`src/rtl/ram_fifo_pkg.sv`:
```
// ram_fifo_pkg
//  Shared constants, types and helpers for the RAM-backed stream FIFO.
//  RAM geometry: 4096 x 64, 12-bit addresses. count_t is one bit wider than
//  addr_t so it can represent a completely full RAM (4096) plus the skid words.

package ram_fifo_pkg;

  localparam int unsigned ADDR_WIDTH           = 32'd12;
  localparam int unsigned DATA_WIDTH           = 32'd64;
  localparam int unsigned RAM_DEPTH            = 32'd1 << ADDR_WIDTH;
  localparam int unsigned AFULL_THRESH_DEFAULT = 32'd4064;

  typedef logic [ADDR_WIDTH-1:0] addr_t;
  typedef logic [DATA_WIDTH-1:0] data_t;
  typedef logic [ADDR_WIDTH:0]   count_t;

  // Circular pointer advance; the natural 12-bit overflow gives the 4095 -> 0 wrap.
  function automatic addr_t ptr_inc(input addr_t p);
    return p + addr_t'(1);
  endfunction

endpackage

```
`src/rtl/ram_fifo_ctrl_if.sv`:
```
// ram_fifo_ctrl_if
//  Push/pop stream bundle of the RAM FIFO controller.
//  Signals:
//   in_valid / in_ready / in_data     push stream (producer -> FIFO)
//   out_valid / out_ready / out_data  pop stream  (FIFO -> consumer)
//  Modports:
//   master  the environment: drives in_valid, in_data, out_ready
//   slave   the FIFO: drives in_ready, out_valid, out_data

interface ram_fifo_ctrl_if;
  import ram_fifo_pkg::*;

  logic  in_valid;
  logic  in_ready;
  data_t in_data;
  logic  out_valid;
  logic  out_ready;
  data_t out_data;

  modport master (
    output in_valid,
    output in_data,
    output out_ready,
    input  in_ready,
    input  out_valid,
    input  out_data
  );

  modport slave (
    input  in_valid,
    input  in_data,
    input  out_ready,
    output in_ready,
    output out_valid,
    output out_data
  );

endinterface

```
`src/rtl/ram_fifo_skid.sv`:
```
// ram_fifo_skid
//  Two-entry in-order output buffer placed behind the RAM read port. It absorbs
//  the one word that may still be in flight from the RAM when the consumer
//  stalls, so out_data never has to wait for a RAM read.
//  Ports:
//   clk, resetn  clock, asynchronous active-low reset
//   load         capture load_data as the newest entry
//   load_data    word returned by the RAM
//   pop          consumer takes the head entry (only when occ > 0)
//   occ[1:0]     number of valid entries, 0..2
//   head_data    oldest entry; held while no pop happens
//  The controller never loads while occ == 2 without a pop.

module ram_fifo_skid
  import ram_fifo_pkg::*;
(
  input  logic       clk,
  input  logic       resetn,
  input  logic       load,
  input  data_t      load_data,
  input  logic       pop,
  output logic [1:0] occ,
  output data_t      head_data
);

  data_t      entry0;
  data_t      entry1;
  logic [1:0] occ_q;

  // Entry0 is always the head; entry1 only ever holds the second-oldest word.
  always_ff @(posedge clk or negedge resetn) begin
    if (!resetn) begin
      entry0 <= '0;
      entry1 <= '0;
      occ_q  <= 2'd0;
    end else begin
      case ({load, pop})
        2'b10: begin
          if (occ_q == 2'd0) begin
            entry0 <= load_data;
          end else begin
            entry1 <= load_data;
          end
          occ_q <= occ_q + 2'd1;
        end
        2'b01: begin
          entry0 <= entry1;
          occ_q  <= occ_q - 2'd1;
        end
        2'b11: begin
          // Simultaneous load and pop: occupancy is unchanged, queue shifts.
          if (occ_q == 2'd1) begin
            entry0 <= load_data;
          end else begin
            entry0 <= entry1;
            entry1 <= load_data;
          end
        end
        default: begin
          occ_q <= occ_q;
        end
      endcase
    end
  end

  assign occ       = occ_q;
  assign head_data = entry0;

endmodule

```
`src/rtl/ram_fifo_ctrl.sv`:
```
// ram_fifo_ctrl
//  Stream FIFO controller using an external 4096x64 dual-port RAM (ram_4096)
//  as storage. Push words are written straight into the RAM; the controller
//  prefetches words from the RAM into a 2-entry skid buffer so the RAM's
//  1-cycle read latency is hidden and 1 push + 1 pop per cycle is sustained.
//  Ports:
//   clk, resetn          clock, asynchronous active-low reset
//   fifo (slave)         in_valid/in_ready/in_data push, out_valid/out_ready/out_data pop
//   ram_write, ram_wr_address, ram_data_in   RAM write port
//   ram_read, ram_rd_address, ram_data_out   RAM read port (data one cycle after read)
//   count                total words held: RAM + in-flight read + skid
//   almost_full          RAM occupancy >= AFULL_THRESH
//   drop_cnt[15:0]       only with FIFO_DROP_CNT_EN: saturating count of cycles
//                        with in_valid & !in_ready
//  Optional feature macro: FIFO_DROP_CNT_EN.

module ram_fifo_ctrl
  import ram_fifo_pkg::*;
#(
  parameter int unsigned AFULL_THRESH = AFULL_THRESH_DEFAULT
) (
  input  logic        clk,
  input  logic        resetn,
  ram_fifo_ctrl_if.slave fifo,
  output logic        ram_write,
  output addr_t       ram_wr_address,
  output data_t       ram_data_in,
  output logic        ram_read,
  output addr_t       ram_rd_address,
  input  data_t       ram_data_out,
  output count_t      count,
  output logic        almost_full
`ifdef FIFO_DROP_CNT_EN
  ,
  output logic [15:0] drop_cnt
`endif
);

  addr_t      wr_ptr;
  addr_t      rd_ptr;
  count_t     ram_occ;
  count_t     ram_occ_next;
  logic       inflight;
  logic       in_ready_q;
  logic       push;
  logic       pop;
  logic       issue;
  logic [2:0] pending;
  logic [1:0] skid_occ;
  data_t      skid_head;

  // Handshakes and prefetch decision. pending counts words already committed
  // to the output side (skid plus the read in flight) after this cycle's pop;
  // a new read is only issued if the skid can still accept its data.
  always_comb begin
    push    = fifo.in_valid & in_ready_q;
    pop     = (skid_occ != 2'd0) & fifo.out_ready;
    pending = {1'b0, skid_occ} + {2'b00, inflight} - {2'b00, pop};
    issue   = (ram_occ != count_t'(0)) && (pending < 3'd2);
  end

  // Next RAM occupancy from this cycle's push and read issue.
  always_comb begin
    ram_occ_next = ram_occ;
    case ({push, issue})
      2'b10:   ram_occ_next = ram_occ + count_t'(1);
      2'b01:   ram_occ_next = ram_occ - count_t'(1);
      default: ram_occ_next = ram_occ;
    endcase
  end

  // Pointers, occupancy, in-flight flag and registered push-ready.
  always_ff @(posedge clk or negedge resetn) begin
    if (!resetn) begin
      wr_ptr     <= '0;
      rd_ptr     <= '0;
      ram_occ    <= '0;
      inflight   <= 1'b0;
      in_ready_q <= 1'b0;
    end else begin
      wr_ptr     <= push  ? ptr_inc(wr_ptr) : wr_ptr;
      rd_ptr     <= issue ? ptr_inc(rd_ptr) : rd_ptr;
      ram_occ    <= ram_occ_next;
      inflight   <= issue;
      // Registered from the post-update occupancy so a push can never land
      // in a RAM that is already holding 4096 words.
      in_ready_q <= (ram_occ_next < count_t'(RAM_DEPTH));
    end
  end

`ifdef FIFO_DROP_CNT_EN
  // Saturating count of push attempts refused by the FIFO.
  always_ff @(posedge clk or negedge resetn) begin
    if (!resetn) begin
      drop_cnt <= 16'h0000;
    end else if (fifo.in_valid && !in_ready_q && (drop_cnt != 16'hFFFF)) begin
      drop_cnt <= drop_cnt + 16'h0001;
    end else begin
      drop_cnt <= drop_cnt;
    end
  end
`endif

  ram_fifo_skid u_skid (
    .clk       (clk),
    .resetn    (resetn),
    .load      (inflight),
    .load_data (ram_data_out),
    .pop       (pop),
    .occ       (skid_occ),
    .head_data (skid_head)
  );

  // RAM port drive; write data is gated so the bus stays 0 when idle/in reset.
  always_comb begin
    ram_write      = push;
    ram_wr_address = wr_ptr;
    ram_data_in    = push ? fifo.in_data : '0;
    ram_read       = issue;
    ram_rd_address = rd_ptr;
  end

  assign fifo.in_ready  = in_ready_q;
  assign fifo.out_valid = (skid_occ != 2'd0);
  assign fifo.out_data  = skid_head;

  assign count       = ram_occ + count_t'(inflight) + count_t'(skid_occ);
  assign almost_full = (ram_occ >= count_t'(AFULL_THRESH));

endmodule

```
`src/flat_wrapper.sv`:
```
// flat-port wrapper written by rule: the top's interface ports become plain ports
module ram_fifo_ctrl_flat import ram_fifo_pkg::*;
#(
  parameter int unsigned AFULL_THRESH = AFULL_THRESH_DEFAULT
)
  (clk, resetn, ram_write, ram_wr_address, ram_data_in, ram_read, ram_rd_address, ram_data_out, count, almost_full, fifo_in_valid, fifo_in_data, fifo_out_ready, fifo_in_ready, fifo_out_valid, fifo_out_data);
  ram_fifo_ctrl_if fifo_i ();
  input  logic clk;
  input  logic resetn;
  output logic ram_write;
  output addr_t ram_wr_address;
  output data_t ram_data_in;
  output logic ram_read;
  output addr_t ram_rd_address;
  input  data_t ram_data_out;
  output count_t count;
  output logic almost_full;
  input wire logic [$bits(fifo_i.in_valid)-1:0] fifo_in_valid;
  input wire logic [$bits(fifo_i.in_data)-1:0] fifo_in_data;
  input wire logic [$bits(fifo_i.out_ready)-1:0] fifo_out_ready;
  output wire logic [$bits(fifo_i.in_ready)-1:0] fifo_in_ready;
  output wire logic [$bits(fifo_i.out_valid)-1:0] fifo_out_valid;
  output wire logic [$bits(fifo_i.out_data)-1:0] fifo_out_data;
  assign fifo_i.in_valid = fifo_in_valid;
  assign fifo_i.in_data = fifo_in_data;
  assign fifo_i.out_ready = fifo_out_ready;
  assign fifo_in_ready = fifo_i.in_ready;
  assign fifo_out_valid = fifo_i.out_valid;
  assign fifo_out_data = fifo_i.out_data;
  ram_fifo_ctrl #(.AFULL_THRESH(AFULL_THRESH)) u_core (.clk(clk), .resetn(resetn), .fifo(fifo_i), .ram_write(ram_write), .ram_wr_address(ram_wr_address), .ram_data_in(ram_data_in), .ram_read(ram_read), .ram_rd_address(ram_rd_address), .ram_data_out(ram_data_out), .count(count), .almost_full(almost_full));
endmodule
```
`config.mk`:
```
export PLATFORM = sky130hd
export DESIGN_NAME = ram_fifo_ctrl_flat
export DESIGN_NICKNAME = d
export VERILOG_FILES = /design/src/rtl/ram_fifo_pkg.sv /design/src/rtl/ram_fifo_ctrl_if.sv /design/src/rtl/ram_fifo_skid.sv /design/src/rtl/ram_fifo_ctrl.sv /design/src/flat_wrapper.sv
export SDC_FILE = /design/constraint.sdc
export NUM_CORES = 1
export LEC_CHECK = 0
export ABC_AREA = 1
export CAP_MARGIN = 20
export CORE_MARGIN = 2
export CORE_UTILIZATION = 42
export DETAILED_ROUTE_END_ITERATION = 7
export PLACE_DENSITY = 0.83
export SLEW_MARGIN = 20
export SYNTH_ARGS = -nofsm -noshare
export SYNTH_HDL_FRONTEND = slang
export SYNTH_SLANG_ARGS = --single-unit
```
`constraint.sdc`:
```
create_clock -name clk -period 3.8 [get_ports clk]
set_input_delay 0.57 -clock clk [delete_from_list [all_inputs] [get_ports clk]]
set_output_delay 0.57 -clock clk [all_outputs]
set_load 0.02 [all_outputs]
```
After elaboration in Yosys (flattened, before gate mapping)
Cells that the tools add are included.

Output and inout bits: 170. Bits of input ports: 132. Bits in registers: 169. Logic and storage cells: 50.

Mux-type cells: 9. Bitwise gates (word level): 2. Order comparisons: 3. Reduce and logical (&&, ||, !) cells: 9. Equality and inequality tests: 9. $add $sub $neg: 10.

Operators with widths (number): $mux W64 (5); $pmux W64 S3 (1); $pmux W64 S2 (1); $pmux W13 S2 (1); $add A12 B1 Y12 const B (2); $add A13 B1 Y13 (1); $add A13 B1 Y13 const B (1); $add A13 B2 Y13 (1); $ge A13 B12 Y1 const B (1); $lt A13 B13 Y1 const B (1); $reduce_bool A13 Y1 (1); $sub A13 B1 Y13 const B (1); $eq A2 B1 Y1 const B (3); $eq A2 B2 Y1 const B (3); $ne A2 B2 Y1 const B (3); $reduce_bool A2 Y1 (3); $pmux W2 S2 (1); $add A2 B1 Y3 (1); $lt A3 B2 Y1 const B (1); $reduce_and A3 Y1 (1); $reduce_bool A3 Y1 (1); $sub A3 B1 Y3 (1); $add A2 B1 Y2 const B (1); $and A1 B1 Y1 (2); other kinds (4) (4).

Longest topological paths before layout
Gate-level depths: netlist of the first run.

Word-level depth: 8. Depth in mapped cells: 25. Mapped depth without buffers: 24.

Hierarchy
A second synthesis of the first run with hierarchy kept.

Cells, all modules: 1321. Area, all modules: 9519.1 µm².

By module, submodules not included: ram_fifo_skid (instances 1, cells an instance 788, seq. area each 3253.1 µm², area each 6077.1 µm²); ram_fifo_ctrl (instances 1, cells an instance 533, seq. area each 975.9 µm², area each 3442.1 µm²).

Worst setup path before layout of the first run
No wires, ideal clock.

Kind: reg-to-reg. Start point: register u_core.u_skid.occ_q[1], in the netlist u_core.u_skid.occ[1]. End point: register (tool-made name). Buffers on the path: 1. Slack: -0.497 ns. Data required time: 3.682 ns. Cell stages (with the launch flop): 25. Setup time: 0.118 ns. Period minus slack after synthesis: 4.297 ns. Arrival: 4.179 ns. Path through: dfrtp_1 inv_1 ha_1 inv_2 nand2_1 inv_1 ha_1 or2_2 fa_1 o21ai_0 a21oi_1 nand2_4 inv_4 buf_6 ha_1 inv_1 fa_1 inv_1 nand3_1 nand3_1 nand2_1 nand3_1 nand2_1 nand3_1 nand2_1.

RTL lines: start: declaration (RTL line ram_fifo_skid.sv:28) `logic [1:0] occ_q;`; start signal: assignment (RTL line ram_fifo_skid.sv:44) `occ_q <= occ_q + 2'd1;`; start signal: assignment (RTL line ram_fifo_skid.sv:48) `occ_q <= occ_q - 2'd1;`; start signal: assignment (RTL line ram_fifo_skid.sv:60) `occ_q <= occ_q;`.

Final worst setup path of the first run
Start point: register u_core.u_skid.occ_q[0], in the netlist u_core.u_skid.occ[0]. End point: output port ram_read.

Cells in the longest elaborated chain, start to end: 5. Elaborated cells between the ends (all ways): 6. Those cells by class: add/sub (2); order compare (1); bitwise (1); reduce/logical (2).

RTL lines: parallel branches: the longest is 2 deep, another holds $add A2 B1 Y3; $sub A3 B1 Y3 (*) (RTL line ram_fifo_ctrl.sv:58) `pending = {1'b0, skid_occ} + {2'b00, inflight} - {2'b00, pop};`; $lt A3 B2 Y1 (*) (RTL line ram_fifo_ctrl.sv:59) `issue = (ram_occ != count_t'(0)) && (pending < 3'd2);`; $logic_and A1 B1 Y1 (*) (RTL line ram_fifo_ctrl.sv:59); end: declaration (RTL line flat_wrapper.sv:13) `output logic ram_read;`.

Mark *: on every way between the ends.

==> results of run 1 <==
-- state kept, by name, indices dropped and copies added (netlist names), named ones only --
signal and cells:
u_core.u_skid.head_data 64, u_core.ram_wr_address 12, u_core.ram_occ 12, u_core.u_skid.entry1 64, u_core.ram_rd_address 12, u_core.u_skid.occ 2
u_core.inflight 1, u_core.fifo.in_ready 1
-- worst register-to-register path: cells and delay by family (launching register included) --
family / cells / cell delay (ns)
compound gates: 3 / 0.33
fa+ha+maj: 5 / 1.29
simple gates: 7 / 1.00
flops: 1 / 0.39
buf+inv: 5 / 0.44
-- cell usage after synthesis (all sizes together) --
cell / number / area share
buf: 39 / 0.026
a21oi: 7 / 0.0038
dfrtp: 169 / 0.46
clkbuf: 18 / 0.0073
nand4: 10 / 0.0068
xor2: 26 / 0.025
nand2: 143 / 0.061
o21ai: 79 / 0.043
inv: 137 / 0.056
and3: 1 / 0.00068
a31oi: 64 / 0.043
nand3b: 4 / 0.0032
nor3: 12 / 0.0093
ha: 20 / 0.027
o22ai: 1 / 0.00068
or2: 2 / 0.0014
mux2: 60 / 0.096
nand3: 99 / 0.053
o31ai: 1 / 0.00081
xnor2: 9 / 0.0085
nor2: 152 / 0.063
fa: 4 / 0.0086
-- final cells by class --
| class | instances | area share |
|---|---|---|
| Clock inverter | 15 | 0.0139 |
| Tap cell | 280 | 0.0262 |
| Sequential cell | 169 | 0.316 |
| Antenna cell | 1 | 0.000187 |
| Timing Repair Buffer | 335 | 0.250 |
| Multi-Input combinational cell | 694 | 0.324 |
| Clock buffer | 17 | 0.0318 |
| Inverter | 137 | 0.0388 |
-- metal layers --
layer	global-route usage	vias up	wire, um
li1	-	4068	-
met1	0.301	4048	11600
met2	0.376	295	13300
met3	0.0381	65	1210
met4	0.104	0	1000
met5	0	-	0
-- repair_timing --
item | CTS | global route
endpoints found under the hold margin | 0 | 0
resized for setup | 4 | 20
pin swaps | 0 | 1
gates cloned | 0 | 0
buffers inserted | 1 | 3
setup endpoints to repair | 2 | 15
-- cells by family (layout without fill, tap and decap cells) --
| family | Yosys count | in the layout | share of synthesized area |
|---|---|---|---|
| compound gates | 152 | 152 | 0.0912 |
| xor+xnor | 35 | 35 | 0.0331 |
| fa+ha+maj | 24 | 24 | 0.0357 |
| buf+inv | 194 | 504 | 0.0889 |
| flops | 169 | 169 | 0.456 |
| mux | 60 | 60 | 0.0956 |
| other cells | 0 | 1 | 0 |
| simple gates | 423 | 423 | 0.199 |
-- power by group --
| part | internal [uW] | switching (uW) | leakage [uW] | total (uW) |
|---|---|---|---|---|
| sequential | 2710 | 600 | 0.00199 | 3310 |
| combinational | 3820 | 4350 | 0.00400 | 8170 |
| clock | 899 | 887 | 0.000297 | 1790 |
| total | 7430 | 5840 | 0.00629 | 13300 |
-- stage by stage --
stage / instance area [um2] / worst slack, ns / hold WS, ns / total power, uW / setup TNS, ns
2_1_floorplan: 9310 / 0.00519 / 0.274 / 8330 / 0
3_3_place_gp: 12700 / -0.206 / 0.448 / 11000 / -1.70
3_5_place_dp: 12700 / -0.305 / 0.456 / 11200 / -2.65
4_1_cts: 13300 / 0.00683 / 0.178 / 13100 / 0
5_1_grt: 13400 / -0.0147 / 0.186 / 14200 / -0.0347
6_report: 13400 / 0.218 / 0.138 / 13300 / 0
-- worst paths after layout --
check                      slack (ns)                           to
min in group clk                 0.47      u_core.u_skid.entry1[3]
min                              0.14     u_core.u_skid.entry1[13]
max in group asynchronous        2.70  u_core.u_skid.head_data[44]
max reg2reg                      0.23            u_core.ram_occ[3]
max                              0.22                     ram_read
min reg2reg                      0.47      u_core.u_skid.entry1[3]
==> flow_metrics.tcl, run 1 <==
set metrics [dict create \
    dp_hpwl_mm 18.5 \
    cts_root_buffer "clkbuf_16" \
    htreeDepth 4 \
    ant_nets 0 \
    p_leak_uw 0.00629 \
    finalHoldViolations 0 \
    fillers 1784 \
    cts_made_buffers 17 \
    max-vdd-ir-drop_v 0.000770 \
    grtUsageTotal 0.230 \
    die_w_um 153 \
    rsz0062_at_grt "true" \
    cp-startpoint "u_core.u_skid.occ[0]" \
    cts_tree "done" \
    syn_area_per_cell_um2 8.77 \
    port_buffers 301 \
    syn_to_final_growth_pct 44.6 \
    dp.cells 1611 \
    grt_pass1_wl_mm 44.0 \
    insertion_delay_ns 0.44 \
    startpoint_type "register" \
    dr.pass1.iters 6 \
    drive_gt1_frac 0.127 \
    post-route-min-period_ns 3.58 \
    path_buf_inv 6 \
    grt_start_max_net_pins 129 \
    power.density_mw_per_mm2 990 \
    synth_cell_types 33 \
    antenna_found_initial 1 \
    slew_headroom 0.509 \
    clk_pin_slew_ns 0.07 \
    ys_seq_elements 169 \
    seq_area_frac_synth 0.456 \
    viasPerCell 5.14 \
    postSynthCellCount 1057 \
    globalRouteOverflowTotal 0 \
    cp_max_fo 4 \
    wl_per_cell_um 16.4 \
    num-nets-final 1510 \
    grt_pass1_vias 8431 \
    vias 8476 \
    cp-end-kind "primary output" \
    path_cells "inv_2, ha_4, inv_4, nand2_4, inv_2, ha_4, or2_2, fa_1, o21ai_0, a21oi_2, nand2_4, inv_4, buf_4, clkdlybuf4s15_2" \
    r2r-start "u_core.u_skid.occ[0]" \
    final_cell_mix "297 x clkdlybuf4s50_1, 168 x dfrtp_1, 148 x nor2_1" \
    routed_wl_mm 27.1 \
    die_area_mm2 0.0233 \
    die-height_um 153 \
    num_rows 54 \
    core_region_area_mm2 0.0218 \
    route.detailed.drc 0 \
    worstPathArrival_ns 3.01 \
    drt_iter0_markers 522 \
    seq_area_mm2 0.00423 \
    status "finished clean" \
    slew_viol_final 0 \
    final_cells 1648 \
    min_period_over_period 0.943 \
    finish.utilization 0.616 \
    cp.required_ns 3.23 \
    crit_slowest_cell "fa_1" \
    r2r.worst_path.cells 20 \
    start_util 0.426 \
    synth_fp_nets 1213 \
    hp-class "input port to asynchronous set/reset pin" \
    ios 302 \
    multi_input_area_mm2 0.00434 \
    place_congestion 0.846 \
    cp_slowest_stage_delay_ns 0.47 \
    setup_viol 0 \
    fmax_mhz 279 \
    finClkSkew_ns 0.0221 \
    layout_commonest_cell "clkdlybuf4s50_1" \
    postCtsHoldBufs 0 \
    critPathKind "register to primary output" \
    crit_cells 14 \
    ys_warn_count 0 \
    cap_violations 0 \
    crit_family "adder cells" \
    clock_path_buffers 2 \
    syn_area_mm2 0.00927 \
    tightest_slew_ns 0.736 \
    cts_sinks 169 \
]
(Power assumes the default switching activity.)
==> run 2: changes to the inputs <==
--- a/config.mk
+++ b/config.mk
@@ -7,11 +7,11 @@
 export LEC_CHECK = 0
 export ABC_AREA = 1
 export CAP_MARGIN = 20
-export CORE_MARGIN = 2
 export CORE_UTILIZATION = 42
 export DETAILED_ROUTE_END_ITERATION = 7
 export PLACE_DENSITY = 0.83
-export SLEW_MARGIN = 20
+export SKIP_LAST_GASP = 1
+export SLEW_MARGIN = 5
 export SYNTH_ARGS = -nofsm -noshare
 export SYNTH_HDL_FRONTEND = slang
 export SYNTH_SLANG_ARGS = --single-unit
==> run 2 against run 1 <==
  * Cell area grew 0.30%
  * Clock power decreased by 5%
  * Clock skew down 0.0071 ns
  * Final cell count about the same
  * Critical path type unchanged
  * Global-route usage increased by 1.1 points
  * Setup slack worse by 0.050 ns
  * Clock-buffer cell count rose by 2
  * Non-clock buffer count increased by 7
  * Fmax decreased by 1.4%
==> flow_metrics.tcl, run 2 (synthesized netlist as in run 1, its figures left out) <==
set metrics [dict create \
    reg2reg_setup_slack_ns 0.22 \
    rsz0062_at_grt "true" \
    ios 302 \
    status "finished clean" \
    path_buf_inv 6 \
    finClkSkew_ns 0.0150 \
    core_region_area_mm2 0.0214 \
    slew_headroom 0.518 \
    intPower_uw 7550 \
    worst_slack_ns 0.168 \
    place_congestion 0.869 \
    critPathKind "register to primary output" \
    crit_top_cell "inv_2" \
    insertion_delay_ns 0.44 \
    pre_cts_slack_ns -0.359 \
    switching_share 0.437 \
    final_cell_mix "298 x clkdlybuf4s50_1, 168 x dfrtp_1, 147 x nor2_1" \
    drive_gt1_frac 0.136 \
    grt_pass1_vias 8314 \
    routed_wl_mm 27.5 \
    viasPerCell 5.12 \
    finalHoldViolations 0 \
    clkPwrFrac 0.127 \
    die_w_um 151 \
    dp_hpwl_mm 19.0 \
    globalRouteOverflowTotal 0 \
    cp-end-kind "primary output" \
    tightest_slew_ns 0.722 \
    regToRegEndpoint "u_core.ram_occ[3]" \
    comb_power_share 0.625 \
    max-vdd-ir-drop_v 0.000721 \
    syn_to_final_growth_pct 45.0 \
    cts_root_buffer "clkbuf_16" \
    vias 8446 \
    postCtsHoldBufs 0 \
    worstPathArrival_ns 3.06 \
    start_util 0.434 \
    r2r.worst_path.cells 20 \
    num_antenna_cells 0 \
    power.density_mw_per_mm2 998 \
    cts_sinks 169 \
    antenna_found_initial 0 \
    htreeDepth 4 \
    final_cells 1649 \
    port_buffers 301 \
    cp_max_fo 5 \
    crit_slowest_cell "fa_1" \
    min_period_over_period 0.956 \
    cp_slowest_stage_delay_ns 0.47 \
    post-route-min-period_ns 3.63 \
    cp.required_ns 3.23 \
    grt_start_max_net_pins 129 \
    clk_pin_slew_ns 0.07 \
    grtUsageTotal 0.241 \
    startpoint_type "register" \
    cts_tree "done" \
    clock_path_buffers 2 \
    p_switching_uw 5850 \
    dp.cells 1613 \
    fin_hold_ws_ns 0.143 \
    cts_made_buffers 17 \
    num-nets-final 1517 \
    grt_pass1_wl_mm 42.7 \
    p_leak_uw 0.00628 \
    num_rows 53 \
    drt_iter0_markers 497 \
    path_cells "inv_2, ha_4, inv_2, nand2_4, inv_2, ha_4, or2_2, fa_1, o21ai_0, a21oi_2, nand2_4, inv_4, buf_4, clkdlybuf4s15_2" \
    layout_commonest_cell "clkdlybuf4s50_1" \
    hp-class "input port to asynchronous set/reset pin" \
    die_area_mm2 0.0227 \
    ant_nets 0 \
    fmax_mhz 275 \
    die-height_um 151 \
    wl_per_cell_um 16.7 \
    r2r-start "u_core.u_skid.occ[0]" \
    slew_viol_final 0 \
    setup_viol 0 \
    dr.pass1.iters 7 \
    crit_family "adder cells" \
    route.detailed.drc 0 \
    cap_violations 0 \
    p_seq_frac 0.248 \
]
## run 2: cell count changes in the layout (fill, tap and decap cells not counted), sizes merged, moves of 2 or more
| cell | change |
|---|---|
| buf | +7 |
| clkinvlp | +3 |
| clkbuf | +2 |
| inv | -3 |
| clkinv | -3 |
## run 2: metrics by stage
step	total power (uW)	instance area [um2]	setup TNS, ns	util
6_report	13400	13400	0	0.629
5_1_grt	14400	13400	-0.0319	0.629
4_1_cts	13100	13300	0	0.622
3_5_place_dp	11300	12700	-3.39	0.595
3_3_place_gp	11100	12700	-2.61	0.595
2_1_floorplan	8330	9310	0	-
## run 2: power by group through the flow
stage / clock network [uW] / registers, uW / logic [uW]
after global routing: 1800 / 3430 / 9170
after global placement: 0 / 3260 / 7860
after CTS: 1720 / 3300 / 8070
after floorplan: 0 / 3700 / 4630
final: 1700 / 3320 / 8380
after detailed placement: 0 / 3310 / 7990
## run 2: worst max path at each step
stage | startpoint | endpoint | slack (ns) | cells after the start
final | u_core.u_skid.occ[0] | ram_read | 0.17 | 14
after global routing | u_core.u_skid.occ[0] | u_core.ram_occ[11] | -0.02 | 23
after CTS | u_core.u_skid.occ[0] | count[12] | 0.007 | 10
after detailed placement | fifo_out_ready | u_core.ram_occ[3] | -0.36 | 17
after global placement | fifo_out_ready | u_core.ram_occ[3] | -0.28 | 17
after floorplan | u_core.u_skid.occ[1] | register | 0.005 | 24
## run 2: timing repair
item                                    4_1_cts  5_1_grt
endpoints found under the setup margin        2       14
pin swaps                                     0        3
resized for setup                             4       28
setup buffers                                 0        4
## run 2: final cells by class
type                            count  area, um2
Multi-Input combinational cell    694       4390
Tap cell                          275        344
Clock buffer                       19        433
Sequential cell                   169       4230
Fill cell                        1670       7920
Inverter                          137        517
Clock inverter                     13        140
Timing Repair Buffer              342       3380
## run 2: layer usage
layer | share of wire | track usage | wire (um) | vias to the layer above
met3 | 0.049 | 0.0391 | 1350 | 61
met2 | 0.49 | 0.393 | 13500 | 244
li1 | - | - | - | 4071
met5 | 0 | 0 | 0 | -
met1 | 0.42 | 0.313 | 11700 | 4070
met4 | 0.035 | 0.111 | 954 | 0
